File: src/rtl/sbus_pkg.sv
// Shared register map, FSM state and bus-phase types for the SBUS multiplier master.
// SBUS_ONES_READ_EN adds the ones-count (L) read state.
package sbus_pkg;

    localparam logic [15:0] AddrA1   = 16'h037F;
    localparam logic [15:0] AddrA2   = 16'h0388;
    localparam logic [15:0] AddrCtrl = 16'h03A0;
    localparam logic [15:0] AddrStat = 16'h03A0;
    localparam logic [15:0] AddrW    = 16'h0390;
    localparam logic [15:0] AddrL    = 16'h0398;

    localparam logic [1:0] StatBusy = 2'b11;

    typedef enum logic [1:0] {
        PhSetup,
        PhStrobe,
        PhHold
    } phase_e;

    typedef enum logic [3:0] {
        StIdle,
        StWrA1,
        StWrA2,
        StWrGo,
        StGap,
        StPoll,
        StRdW,
`ifdef SBUS_ONES_READ_EN
        StRdL,
`endif
        StDone
    } state_e;

endpackage

File: src/rtl/sbus_access.sv
// Single SBUS access sequencer: SETUP, STROBE, HOLD while start is held.
// Bus outputs are decoded from flops so reset removes a live strobe at once.
module sbus_access
    import sbus_pkg::*;
(
    input  logic        clk,
    input  logic        n_reset,
    input  logic        start,
    input  logic        rd_nwr,
    input  logic [15:0] addr,
    input  logic [31:0] wdata,
    output logic        done,
    output logic [31:0] rdata,
    output logic [15:0] saddress,
    output logic        srd,
    output logic        swr,
    output logic [31:0] sdata_out,
    input  logic [31:0] sdata_in
);

    phase_e phase_q, phase_d;

    always_ff @(posedge clk or negedge n_reset) begin
        if (!n_reset) begin
            phase_q <= PhSetup;
        end else begin
            phase_q <= phase_d;
        end
    end

    always_comb begin
        phase_d = PhSetup;
        if (start) begin
            unique case (phase_q)
                PhSetup:  phase_d = PhStrobe;
                PhStrobe: phase_d = PhHold;
                default:  phase_d = PhSetup;
            endcase
        end
    end

    // done marks the HOLD cycle; the master captures rdata on that cycle.
    always_comb begin
        saddress  = start ? addr : '0;
        sdata_out = (start && !rd_nwr) ? wdata : '0;
        srd       = start && rd_nwr && (phase_q == PhStrobe);
        swr       = start && !rd_nwr && (phase_q == PhStrobe);
        done      = start && (phase_q == PhHold);
        rdata     = sdata_in;
    end

endmodule

File: src/rtl/sbus_mult_master.sv
// SBUS master: writes A1/A2, kicks CTRL, polls STAT, then reads W (and L).
// Macro SBUS_ONES_READ_EN enables the L read; without it rsp_l is constant 0.
module sbus_mult_master
    import sbus_pkg::*;
#(
    parameter int unsigned POLL_LIMIT = 1024,
    parameter int unsigned POLL_GAP   = 4
) (
    input  logic        clk,
    input  logic        n_reset,
    input  logic        cmd_valid,
    output logic        cmd_ready,
    input  logic [23:0] cmd_a1,
    input  logic [23:0] cmd_a2,
    output logic        rsp_valid,
    output logic [31:0] rsp_w,
    output logic [23:0] rsp_l,
    output logic        rsp_err,
    output logic [15:0] saddress,
    output logic        srd,
    output logic        swr,
    output logic [31:0] sdata_out,
    input  logic [31:0] sdata_in
);

    localparam int unsigned PollW = $clog2(POLL_LIMIT + 1);
    localparam int unsigned GapW  = (POLL_GAP > 1) ? $clog2(POLL_GAP) : 1;

    state_e            state_q, state_d;
    logic [23:0]       a1_q, a1_d, a2_q, a2_d;
    logic [GapW-1:0]   gap_q, gap_d;
    logic [PollW-1:0]  poll_q, poll_d, poll_inc;
    logic [31:0]       rsp_w_q, rsp_w_d;
    logic              rsp_err_q, rsp_err_d;
    logic              acc_start, acc_rd_nwr, acc_done;
    logic [15:0]       acc_addr;
    logic [31:0]       acc_wdata, acc_rdata;
`ifdef SBUS_ONES_READ_EN
    logic [23:0]       rsp_l_q, rsp_l_d;
`endif

    sbus_access u_access (
        .clk       (clk),
        .n_reset   (n_reset),
        .start     (acc_start),
        .rd_nwr    (acc_rd_nwr),
        .addr      (acc_addr),
        .wdata     (acc_wdata),
        .done      (acc_done),
        .rdata     (acc_rdata),
        .saddress  (saddress),
        .srd       (srd),
        .swr       (swr),
        .sdata_out (sdata_out),
        .sdata_in  (sdata_in)
    );

    always_ff @(posedge clk or negedge n_reset) begin
        if (!n_reset) begin
            state_q <= StIdle;
        end else begin
            state_q <= state_d;
        end
    end

    always_ff @(posedge clk or negedge n_reset) begin
        if (!n_reset) begin
            a1_q      <= '0;
            a2_q      <= '0;
            gap_q     <= '0;
            poll_q    <= '0;
            rsp_w_q   <= '0;
            rsp_err_q <= 1'b0;
        end else begin
            a1_q      <= a1_d;
            a2_q      <= a2_d;
            gap_q     <= gap_d;
            poll_q    <= poll_d;
            rsp_w_q   <= rsp_w_d;
            rsp_err_q <= rsp_err_d;
        end
    end

`ifdef SBUS_ONES_READ_EN
    always_ff @(posedge clk or negedge n_reset) begin
        if (!n_reset) begin
            rsp_l_q <= '0;
        end else begin
            rsp_l_q <= rsp_l_d;
        end
    end
    assign rsp_l = rsp_l_q;
`else
    assign rsp_l = '0;
`endif

    // Saturating increment: the counter parks at POLL_LIMIT instead of wrapping.
    assign poll_inc = (poll_q == PollW'(POLL_LIMIT)) ? poll_q : poll_q + PollW'(1);

    always_comb begin
        state_d   = state_q;
        a1_d      = a1_q;
        a2_d      = a2_q;
        gap_d     = '0;
        poll_d    = poll_q;
        rsp_w_d   = rsp_w_q;
        rsp_err_d = rsp_err_q;
`ifdef SBUS_ONES_READ_EN
        rsp_l_d   = rsp_l_q;
`endif
        unique case (state_q)
            StIdle: begin
                if (cmd_valid) begin
                    a1_d      = cmd_a1;
                    a2_d      = cmd_a2;
                    poll_d    = '0;
                    rsp_w_d   = '0;
                    rsp_err_d = 1'b0;
`ifdef SBUS_ONES_READ_EN
                    rsp_l_d   = '0;
`endif
                    state_d   = StWrA1;
                end
            end
            StWrA1: if (acc_done) state_d = StWrA2;
            StWrA2: if (acc_done) state_d = StWrGo;
            StWrGo: if (acc_done) state_d = StGap;
            StGap: begin
                if (gap_q == GapW'(POLL_GAP - 1)) begin
                    state_d = StPoll;
                end else begin
                    gap_d = gap_q + GapW'(1);
                end
            end
            StPoll: begin
                if (acc_done) begin
                    poll_d = poll_inc;
                    if (acc_rdata[1:0] != StatBusy) begin
                        state_d = StRdW;
                    end else if (poll_inc == PollW'(POLL_LIMIT)) begin
                        rsp_err_d = 1'b1;
                        rsp_w_d   = '0;
`ifdef SBUS_ONES_READ_EN
                        rsp_l_d   = '0;
`endif
                        state_d   = StDone;
                    end else begin
                        state_d = StGap;
                    end
                end
            end
            StRdW: begin
                if (acc_done) begin
                    rsp_w_d = acc_rdata;
`ifdef SBUS_ONES_READ_EN
                    state_d = StRdL;
`else
                    state_d = StDone;
`endif
                end
            end
`ifdef SBUS_ONES_READ_EN
            StRdL: begin
                if (acc_done) begin
                    rsp_l_d = acc_rdata[23:0];
                    state_d = StDone;
                end
            end
`endif
            StDone:  state_d = StIdle;
            default: state_d = StIdle;
        endcase
    end

    always_comb begin
        cmd_ready  = (state_q == StIdle);
        rsp_valid  = (state_q == StDone);
        acc_start  = 1'b0;
        acc_rd_nwr = 1'b0;
        acc_addr   = '0;
        acc_wdata  = '0;
        unique case (state_q)
            StWrA1: begin
                acc_start = 1'b1;
                acc_addr  = AddrA1;
                acc_wdata = {8'h00, a1_q};
            end
            StWrA2: begin
                acc_start = 1'b1;
                acc_addr  = AddrA2;
                acc_wdata = {8'h00, a2_q};
            end
            StWrGo: begin
                acc_start = 1'b1;
                acc_addr  = AddrCtrl;
            end
            StPoll: begin
                acc_start  = 1'b1;
                acc_rd_nwr = 1'b1;
                acc_addr   = AddrStat;
            end
            StRdW: begin
                acc_start  = 1'b1;
                acc_rd_nwr = 1'b1;
                acc_addr   = AddrW;
            end
`ifdef SBUS_ONES_READ_EN
            StRdL: begin
                acc_start  = 1'b1;
                acc_rd_nwr = 1'b1;
                acc_addr   = AddrL;
            end
`endif
            default: ;
        endcase
    end

    assign rsp_w   = rsp_w_q;
    assign rsp_err = rsp_err_q;

endmodule

File: config.mk
export PLATFORM = sky130hd
export DESIGN_NAME = sbus_mult_master
export DESIGN_NICKNAME = d
export VERILOG_FILES = /design/src/rtl/sbus_pkg.sv /design/src/rtl/sbus_access.sv /design/src/rtl/sbus_mult_master.sv
export SDC_FILE = /design/constraint.sdc
export NUM_CORES = 1
export LEC_CHECK = 0
export ABC_AREA = 1
export BUFFER_PORTS_ARGS = -buffer_cell sky130_fd_sc_hd__buf_4
export CAP_MARGIN = 20
export CORE_MARGIN = 2
export CORE_UTILIZATION = 50
export DETAILED_ROUTE_END_ITERATION = 8
export PLACE_DENSITY = 0.9
export SYNTH_ARGS = -nofsm -noshare
export SYNTH_HDL_FRONTEND = slang
export SYNTH_SLANG_ARGS = --single-unit
File: constraint.sdc
create_clock -name clk -period 2.5 [get_ports clk]
set_input_delay 0 -clock clk [delete_from_list [all_inputs] [get_ports clk]]
set_output_delay 0 -clock clk [all_outputs]
set_load 0.01 [all_outputs]
==> results of run 1 <==
-- layout make-up --
| type | instances | area (µm²) | share of cell area (%) |
|---|---|---|---|
| well taps | 136 | 170 | 2.27 |
| repair buffers | 247 | 2070 | 27.6 |
| clock buffers | 10 | 128 | 1.70 |
| inverters | 65 | 244 | 3.25 |
| flip-flops and latches | 99 | 2480 | 33.0 |
| clock inverters | 6 | 48.8 | 0.650 |
| multi-input cells | 532 | 2370 | 31.5 |
-- worst register-to-register path, cell delays in order, from the launching register on --
cell and delay [ns]:
dfrtp_1 0.43, inv_1 0.08, ha_1 0.27, inv_1 0.04
nand2_1 0.09, nand3_1 0.14, nand2_1 0.09, o21ai_0 0.08
inv_1 0.41, buf_4 0.37, nand4_1 0.15, nand2_1 0.11
-- layer usage --
metal,vias to the layer above,share of wire [%],track usage [%]
met3,58,9.0,6.05
met2,365,50,51.1
met5,-,0,0
li1,2646,-,-
met4,0,3.5,13.6
met1,2708,38,35.8
-- kinds of logic after synthesis --
group	after synthesis
adder cells (fa/ha/maj)	7
buffers and inverters	140
AND/OR/NAND/NOR	437
XOR/XNOR	4
other	1
AO/OA/AOI/OAI	44
flip-flops	99
-- state kept, by name (all words and copies together), names as in the netlist --
| signal | count |
|---|---|
| gap_q | 2 |
| a1_q | 24 |
| a2_q | 24 |
| u_access.phase_q | 2 |
| poll_q | 11 |
| rsp_err | 1 |
| rsp_w | 32 |
| state_q | 3 |
-- power by group through the flow --
stage / logic [W] / registers [W] / clock network, W
final: 0.00306 / 0.00242 / 0.000987
after global placement: 0.00262 / 0.00238 / 0
after CTS: 0.00281 / 0.00237 / 0.000984
after global routing: 0.00335 / 0.00246 / 0.00105
after detailed placement: 0.00270 / 0.00240 / 0
after floorplan: 0.00189 / 0.00235 / 0
-- synth_stat cells (4+ instances only) --
cell      count
nand2_1     315
nand4_1      35
nor3_1        5
xor2_1        4
a21oi_1      25
dfrtp_1      99
nor2_1       57
nor2_2        4
ha_1          7
o22ai_1       5
o21ai_0       8
nand3_1      15
inv_1        63
buf_4        45
clkbuf_1     24
-- stage by stage --
step                TNS (ns)  utilization, %  cell area [µm²]
floorplan                  0               -             5510
global placement           0            62.4             6470
detailed placement         0            62.4             6470
CTS                        0            72.0             7460
global route         -0.0351            72.4             7510
finish                     0            72.4             7510
-- worst paths after layout --
kind | depth (start not counted) | to | startpoint
worst max-delay path | 11 | rsp_w[31]$_DFFE_PN0P_ | state_q[0]$_DFFE_PN0P_
worst min-delay path | 5 | state_q[2]$_DFFE_PN0P_ | cmd_valid
worst max register to register | 11 | rsp_w[31]$_DFFE_PN0P_ | state_q[0]$_DFFE_PN0P_
worst min register to register | 1 | u_access.phase_q[0]$_DFF_PN0_ | u_access.phase_q[0]$_DFF_PN0_
max in group asynchronous | 3 | a1_q[6]$_DFFE_PN0P_ | n_reset
min in group asynchronous | 2 | rsp_w[26]$_DFFE_PN0P_ | n_reset
-- timing repair --
action,4_1_cts,5_1_grt
endpoints found under the setup margin,0,32
resized for setup,0,4
hold endpoints to repair,126,0
hold buffers,81,0
==> flow_metrics.tcl, run 1 <==
set metrics [dict create \
    cts_tree "done" \
    final_common_cell "nand2_1" \
    drv_slew 0 \
    netlist_instances 732 \
    vias 5777 \
    fill_cells 735 \
    yosys.area_share.adder_pct 1.63 \
    synthSimpleGateAreaFrac_pct 33.7 \
    netlist_area_um2 5370 \
    critPathTopFamily "buffers and inverters" \
    clk_pin_slew_ns 0.11 \
    root_buffer "clkbuf_8" \
    stdcell_count 1095 \
    drtAntennaViolNets 0 \
    critPathLaunchType "flop" \
    syn_to_final_growth_pct 39.9 \
    post-route-period-util_pct 92.1 \
    wl_per_cell_um 15.9 \
    endpoint_kind "flop" \
    syn_area_per_cell_um2 7.33 \
    drv_cap 0 \
    crit_chain "inv_1 -> ha_1 -> inv_1 -> nand2_1 -> nand3_1 -> nand2_1 -> o21ai_0 -> inv_1 -> buf_4 -> nand4_1 -> nand2_1" \
    cts_sinks 99 \
    cts_setup_buffers 0 \
    io_pins 192 \
    synth_area_leaders "dfrtp_1 46%, nand2_1 22%, buf_4 6.3%, inv_1 4.4%, nand4_1 4.1%" \
    htreeDepth 3 \
    switching_power_w 0.00296 \
    synth_area_leader_cell "dfrtp_1" \
    clkPwrFrac_pct 15.3 \
    p_int_w 0.00350 \
    diodes 0 \
    critPathMaxStageDelay_ns 0.43 \
    r2r_setup_slack_ns 0.20 \
    antenna_found_initial 0 \
    drt_iter0_markers 443 \
    ys.flop_type "dfrtp_1" \
    clock_skew_ns 0.0117 \
    numPortBuffers 153 \
    finalWorstPathRequiredPeriod_ns 2.30 \
    routed_wl_um 17500 \
    firstDrtPassIters 5 \
    post-place-cells 996 \
    die_area_um2 11600 \
    ys_types 30 \
    netlist.area_leader.share_pct 46.1 \
    setup_viol 0 \
    fmax_mhz 434 \
    cts_buffers 9 \
    via_per_inst 5.28 \
    yosysSeqAreaShare_pct 46.1 \
    grt-ovfl-total 0 \
    grt_max_degree 49 \
    synth-edff-count 0 \
    placement.setup.worst_slack_ns 0.0712 \
    muxShareOfSynthArea_pct 0 \
    arrival_ns 2.62 \
    p_comb_share_pct 47.4 \
    async_reset_ff_share_pct 100 \
    grt.total_usage_pct 29.7 \
    rows 37 \
    layout_common_cells "315 x nand2_1, 164 x buf_4, 99 x dfrtp_1" \
    crit_type "reg -> reg" \
    p_seq_share_pct 37.4 \
    post-route-drc-count 0 \
    clockBufferDepth 2 \
    whs_ns 0.135 \
    die_h_um 108 \
    coreArea_um2 10400 \
    worstPathRequired_ns 2.81 \
    synth_xor_area_share_pct 0.653 \
    dp_hpwl_um 9540 \
    grt_pass1_wl_um 27200 \
    yosysWarnings 0 \
    setup_ws_ns 0.197 \
    nets 1044 \
    clock_latency_ns 0.37 \
    worst_path_max_delay_cell "dfrtp_1" \
    grt_pass1_vias 5700 \
    tightest_slew_ns 0.635 \
    status "finished clean" \
    hold_class "in -> reg" \
    max_slew_margin_pct 57.7 \
    place_congestion 0.863 \
    crit_fanout 24 \
    worst-path-buf-inv 4 \
    vdd_drop_max_v 0.000676 \
    ys_seq_elements 99 \
    die_w_um 108 \
    synth_top_family_by_area "simple AND/OR/NAND/NOR gates" \
    power_leakage_nw 4.11 \
    synth_compound_area_share_pct 4.43 \
    drive_above_1_share_pct 20.5 \
    power_density_nw_per_um2 861 \
    finalPower_w 0.00646 \
    netSwitchingFraction_pct 45.8 \
    start_util_pct 51.8 \
    hold_viol 0 \
]
No activity file was read; power rests on OpenSTA's default activity.
==> run 2, diff against run 1 <==
- CORE_MARGIN: 2 -> unset
==> flow_metrics.tcl, run 2 (same netlist as run 1, synthesis figures left out) <==
set metrics [dict create \
    cts_setup_buffers 0 \
    grt.total_usage_pct 29.6 \
    clock_skew_ns 0.0193 \
    numPortBuffers 153 \
    regArea_um2 2480 \
    cts_sinks 99 \
    post-route-period-util_pct 90.7 \
    r2r_setup_slack_ns 0.23 \
    syn_to_final_growth_pct 40.7 \
    placement.setup.worst_slack_ns 0.136 \
    clock_latency_ns 0.38 \
    place_congestion 0.841 \
    power_leakage_nw 4.13 \
    post-route-drc-count 0 \
    dp_hpwl_um 8930 \
    whs_ns 0.149 \
    final_common_cell "nand2_1" \
    clockBufferDepth 2 \
    setup_ws_ns 0.232 \
    nets 1044 \
    critical_path.startpoint "poll_q[0]$_DFFE_PN0P_" \
    finalWorstPathRequiredPeriod_ns 2.27 \
    grt_max_degree 60 \
    coreArea_um2 10400 \
    die_w_um 106 \
    grt-ovfl-total 0 \
    grt_pass1_vias 5373 \
    wl_per_cell_um 15.0 \
    root_buffer "clkbuf_8" \
    power_density_nw_per_um2 871 \
    htreeDepth 3 \
    drtAntennaViolNets 0 \
    routed_wl_um 16400 \
    status "finished clean" \
    die_area_um2 11200 \
    multi_input_area_um2 2370 \
    rsz0062_at_grt "no" \
    layout_common_cells "315 x nand2_1, 163 x buf_4, 98 x dfrtp_1" \
    worstPathRequired_ns 2.82 \
    hold_viol 0 \
    firstDrtPassIters 5 \
    largest_reg_flops 32 \
    crit_type "reg -> reg" \
    max_slew_margin_pct 63.9 \
    hold_class "in -> async" \
    critPathLaunchType "flop" \
    endpoint_kind "flop" \
    diodes 0 \
    cts_tree "done" \
    clk_pin_slew_ns 0.11 \
    antenna_found_initial 0 \
    setup_viol 0 \
    drive_above_1_share_pct 20.6 \
    drt_iter0_markers 424 \
    die_h_um 106 \
    via_per_inst 5.15 \
    fmax_mhz 441 \
    arrival_ns 2.59 \
    rr_worst_depth 13 \
    vias 5642 \
    crit_fanout 19 \
    drv_slew 0 \
    io_pins 192 \
    vdd_drop_max_v 0.000571 \
    cts_buffers 9 \
    rows 37 \
    drv_cap 0 \
    grt_pass1_wl_um 25900 \
    setup_tns_ns 0 \
    start_util_pct 51.8 \
    r2r_start "poll_q[0]$_DFFE_PN0P_" \
    fill_cells 723 \
    tightest_slew_ns 0.542 \
    r2r-end "rsp_w[6]$_DFFE_PN0P_" \
]
[run 2: cell count changes in the layout (fill, tap and decap cells not counted)]
cell           delta
dlygate4sd3_1     +1
clkbuf_1          -1
clkinvlp_4        -1
dfrtp_1           -1
clkinv_2          -1
dfrtp_2           +1
bufinv_16         +1
buf_4             -1
clkbuf_8          +2
[run 2: metrics by stage]
stage                     cells  instance area [µm²]  power [W]  utilization [%]
after floorplan             769                 5510    0.00424                -
after global placement      995                 6470    0.00500             62.4
after detailed placement    995                 6470    0.00508             62.4
after CTS                  1093                 7510    0.00631             72.4
after global routing       1095                 7550    0.00699             72.9
final                      1095                 7550    0.00658             72.9
[run 2: report_power, final]
| part | internal, W | switching [W] |
|---|---|---|
| Clock | 0.000532 | 0.000615 |
| Sequential | 0.00208 | 0.000330 |
| Combinational | 0.00105 | 0.00197 |
| Total | 0.00366 | 0.00292 |
[run 2: area by class of cell]
| cell class | instances | share of cell area (%) |
|---|---|---|
| flip-flops and latches | 99 | 32.8 |
| clock buffers | 11 | 2.00 |
| repair buffers | 247 | 27.5 |
| inverters | 65 | 3.23 |
| well taps | 136 | 2.25 |
| multi-input cells | 532 | 31.4 |
| clock inverters | 5 | 0.878 |
[run 2: metal layers]
metal  track usage [%]  vias up  share of wire, %
met5                 0        -                 0
met4              14.6        0               2.7
met3              7.24       46               8.6
met2              48.1      322                49
met1              37.1     2635                39
li1                  -     2639                 -
[run 2: how the worst max path moves through the flow]
stage / end / cells after the start / slack [ns]
floorplan: rsp_w[0]$_DFFE_PN0P_ / 14 / 0.59
global placement: rsp_w[3]$_DFFE_PN0P_ / 12 / 0.24
detailed placement: rsp_w[28]$_DFFE_PN0P_ / 12 / 0.14
CTS: rsp_w[28]$_DFFE_PN0P_ / 12 / 0.1
global route: rsp_w[6]$_DFFE_PN0P_ / 13 / 0.008
finish: rsp_w[6]$_DFFE_PN0P_ / 13 / 0.23
[run 2: worst max-delay path: stages (launching register included)]
cell and delay, ns:
dfrtp_2 0.47, inv_2 0.12, ha_1 0.14, nand2_1 0.06, nor2_2 0.16, nand2_1 0.14
nand2_1 0.10, nand2_1 0.05, nor2_1 0.14, nand3_2 0.17, nand2_8 0.18, buf_6 0.21
nand4_1 0.15, nand2_1 0.11
[run 2: repair_timing]
action,4_1_cts,5_1_grt
resized for setup,0,5
endpoints found under the setup margin,0,32
hold buffers,82,0
hold endpoints to repair,121,0
==> run 3, diff against run 2 <==
- CORE_MARGIN: unset -> 3
==> flow_metrics.tcl, run 3 (same netlist as run 1, synthesis figures left out) <==
set metrics [dict create \
    status "finished clean" \
    power_density_nw_per_um2 865 \
    crit_fanout 19 \
    clock_skew_ns 0.0118 \
    nets 1042 \
    grt_pass1_vias 5580 \
    worst_path_max_delay_cell "dfrtp_2" \
    firstDrtPassIters 6 \
    clk_pin_slew_ns 0.09 \
    drv_slew 0 \
    dp_hpwl_um 9370 \
    fmax_mhz 429 \
    die_w_um 110 \
    fill_cells 679 \
    drive_above_1_share_pct 20.5 \
    grt-ovfl-total 0 \
    hold_viol 0 \
    clockBufferDepth 2 \
    arrival_ns 2.60 \
    io_pins 192 \
    whs_ns 0.164 \
    drtAntennaViolNets 0 \
    final_common_cell "nand2_1" \
    routed_wl_um 16900 \
    grt_pass1_wl_um 26700 \
    cts_sinks 99 \
    largest_reg_flops 32 \
    tightest_slew_ns 0.687 \
    syn_to_final_growth_pct 40.2 \
    setup_tns_ns 0 \
    post-route-period-util_pct 93.2 \
    finalCoreUtilization_pct 72.6 \
    final_area_um2 7530 \
    layout_common_cells "314 x nand2_1, 162 x buf_4, 98 x dfrtp_1" \
    max_slew_margin_pct 54.2 \
    endpoint_kind "flop" \
    drv_cap 0 \
    hold_class "in -> reg" \
    drt_iter0_markers 545 \
    numPortBuffers 153 \
    worstPathRequired_ns 2.77 \
    diodes 0 \
    die_area_um2 12000 \
    coreArea_um2 10400 \
    start_util_pct 51.8 \
    htreeDepth 3 \
    vias 5682 \
    crit_chain "inv_2 -> ha_1 -> nand2_1 -> nor2_2 -> nand3_1 -> nand2_1 -> nand2_1 -> nor2_1 -> nand3_2 -> nand2_8 -> nand3_2 -> nand2_1 -> nand2_1" \
    crit_type "reg -> reg" \
    cts_buffers 9 \
    root_buffer "clkbuf_8" \
    setup_viol 0 \
    place_congestion 0.847 \
    wl_per_cell_um 15.4 \
    finalPower_w 0.00651 \
    rsz0062_at_grt "no" \
    rows 37 \
    clock_latency_ns 0.37 \
    dpl-instance-area_um2 6460 \
    cts_tree "done" \
    cp_common_cell "nand2_1" \
    finalWorstPathRequiredPeriod_ns 2.33 \
    critPathLaunchType "flop" \
    grt_max_degree 52 \
    antenna_found_initial 0 \
    via_per_inst 5.20 \
    power_leakage_nw 4.13 \
    die_h_um 110 \
    post-route-drc-count 0 \
    grt.total_usage_pct 28.2 \
    critPathMaxStageDelay_ns 0.47 \
    vdd_drop_max_v 0.000655 \
]
run 3: cell count changes in the layout (fill, tap and decap cells not counted):
cell,delta
nand3_2,+1
nand2_1,-1
nand2_2,+1
nor2_1,+1
buf_4,-1
inv_8,-1
nor2_4,+1
clkinv_4,+2
clkinvlp_4,-1
dlygate4sd3_1,-1
nand3_4,-1
inv_6,-1
clkbuf_1,+1
nor2_2,-2
run 3: where the power goes:
part | leakage (nW) | switching [W] | internal, W
clock | 0.107 | 0.000575 | 0.000526
combinational | 2.72 | 0.00196 | 0.00105
sequential | 1.30 | 0.000324 | 0.00208
total | 4.13 | 0.00286 | 0.00365
run 3: final timing paths:
path	slack [ns]	cells past startpoint	end	from
worst max register to register	0.17	13	rsp_w[26]$_DFFE_PN0P_	poll_q[0]$_DFFE_PN0P_
worst min register to register	0.43	1	gap_q[0]$_DFF_PN0_	gap_q[0]$_DFF_PN0_
worst max-delay path	0.17	13	rsp_w[26]$_DFFE_PN0P_	poll_q[0]$_DFFE_PN0P_
worst min-delay path	0.16	5	state_q[2]$_DFFE_PN0P_	cmd_valid
max in group asynchronous	1.61	3	a1_q[2]$_DFFE_PN0P_	n_reset
min in group asynchronous	0.20	2	rsp_w[1]$_DFFE_PN0P_	n_reset
run 3: cell type report:
class                      instances  area (µm²)  share of cell area (%)
clock buffer                      12         155                    2.06
clock inverter                     4        56.3                   0.748
inverter                          65         244                    3.24
multi-input combinational        532        2370                    31.4
sequential                        99        2480                    32.9
tap                              136         170                    2.26
timing repair buffer             245        2060                    27.3
run 3: worst max-delay path: cells and delay by family (launching register included):
kind	cells	cell delay, ns
adders and majority gates	1	0.15
DFF	1	0.47
buffers and inverters	1	0.11
and+or+nand+nor	11	1.49
run 3: through the flow:
step	instances	worst slack (ns)
finish	1093	0.170
global route	1093	0.0264
CTS	1091	0.0606
detailed placement	994	0.0996
global placement	994	0.202
floorplan	769	0.592
run 3: per-layer routing:
| layer | GRT usage (%) | vias up | share of wire, % |
|---|---|---|---|
| met3 | 7.28 | 61 | 9.0 |
| met5 | 0 | - | 0 |
| met1 | 34.7 | 2655 | 39 |
| met2 | 47.3 | 328 | 50 |
| li1 | - | 2638 | - |
| met4 | 11.4 | 0 | 2.9 |
run 3: timing repair:
action                                  in CTS  in global routing
buffers inserted                             0                  0
resized for setup                            0                  6
hold buffers                                81                  0
hold endpoints to repair                   131                  0
endpoints found under the setup margin       0                 32
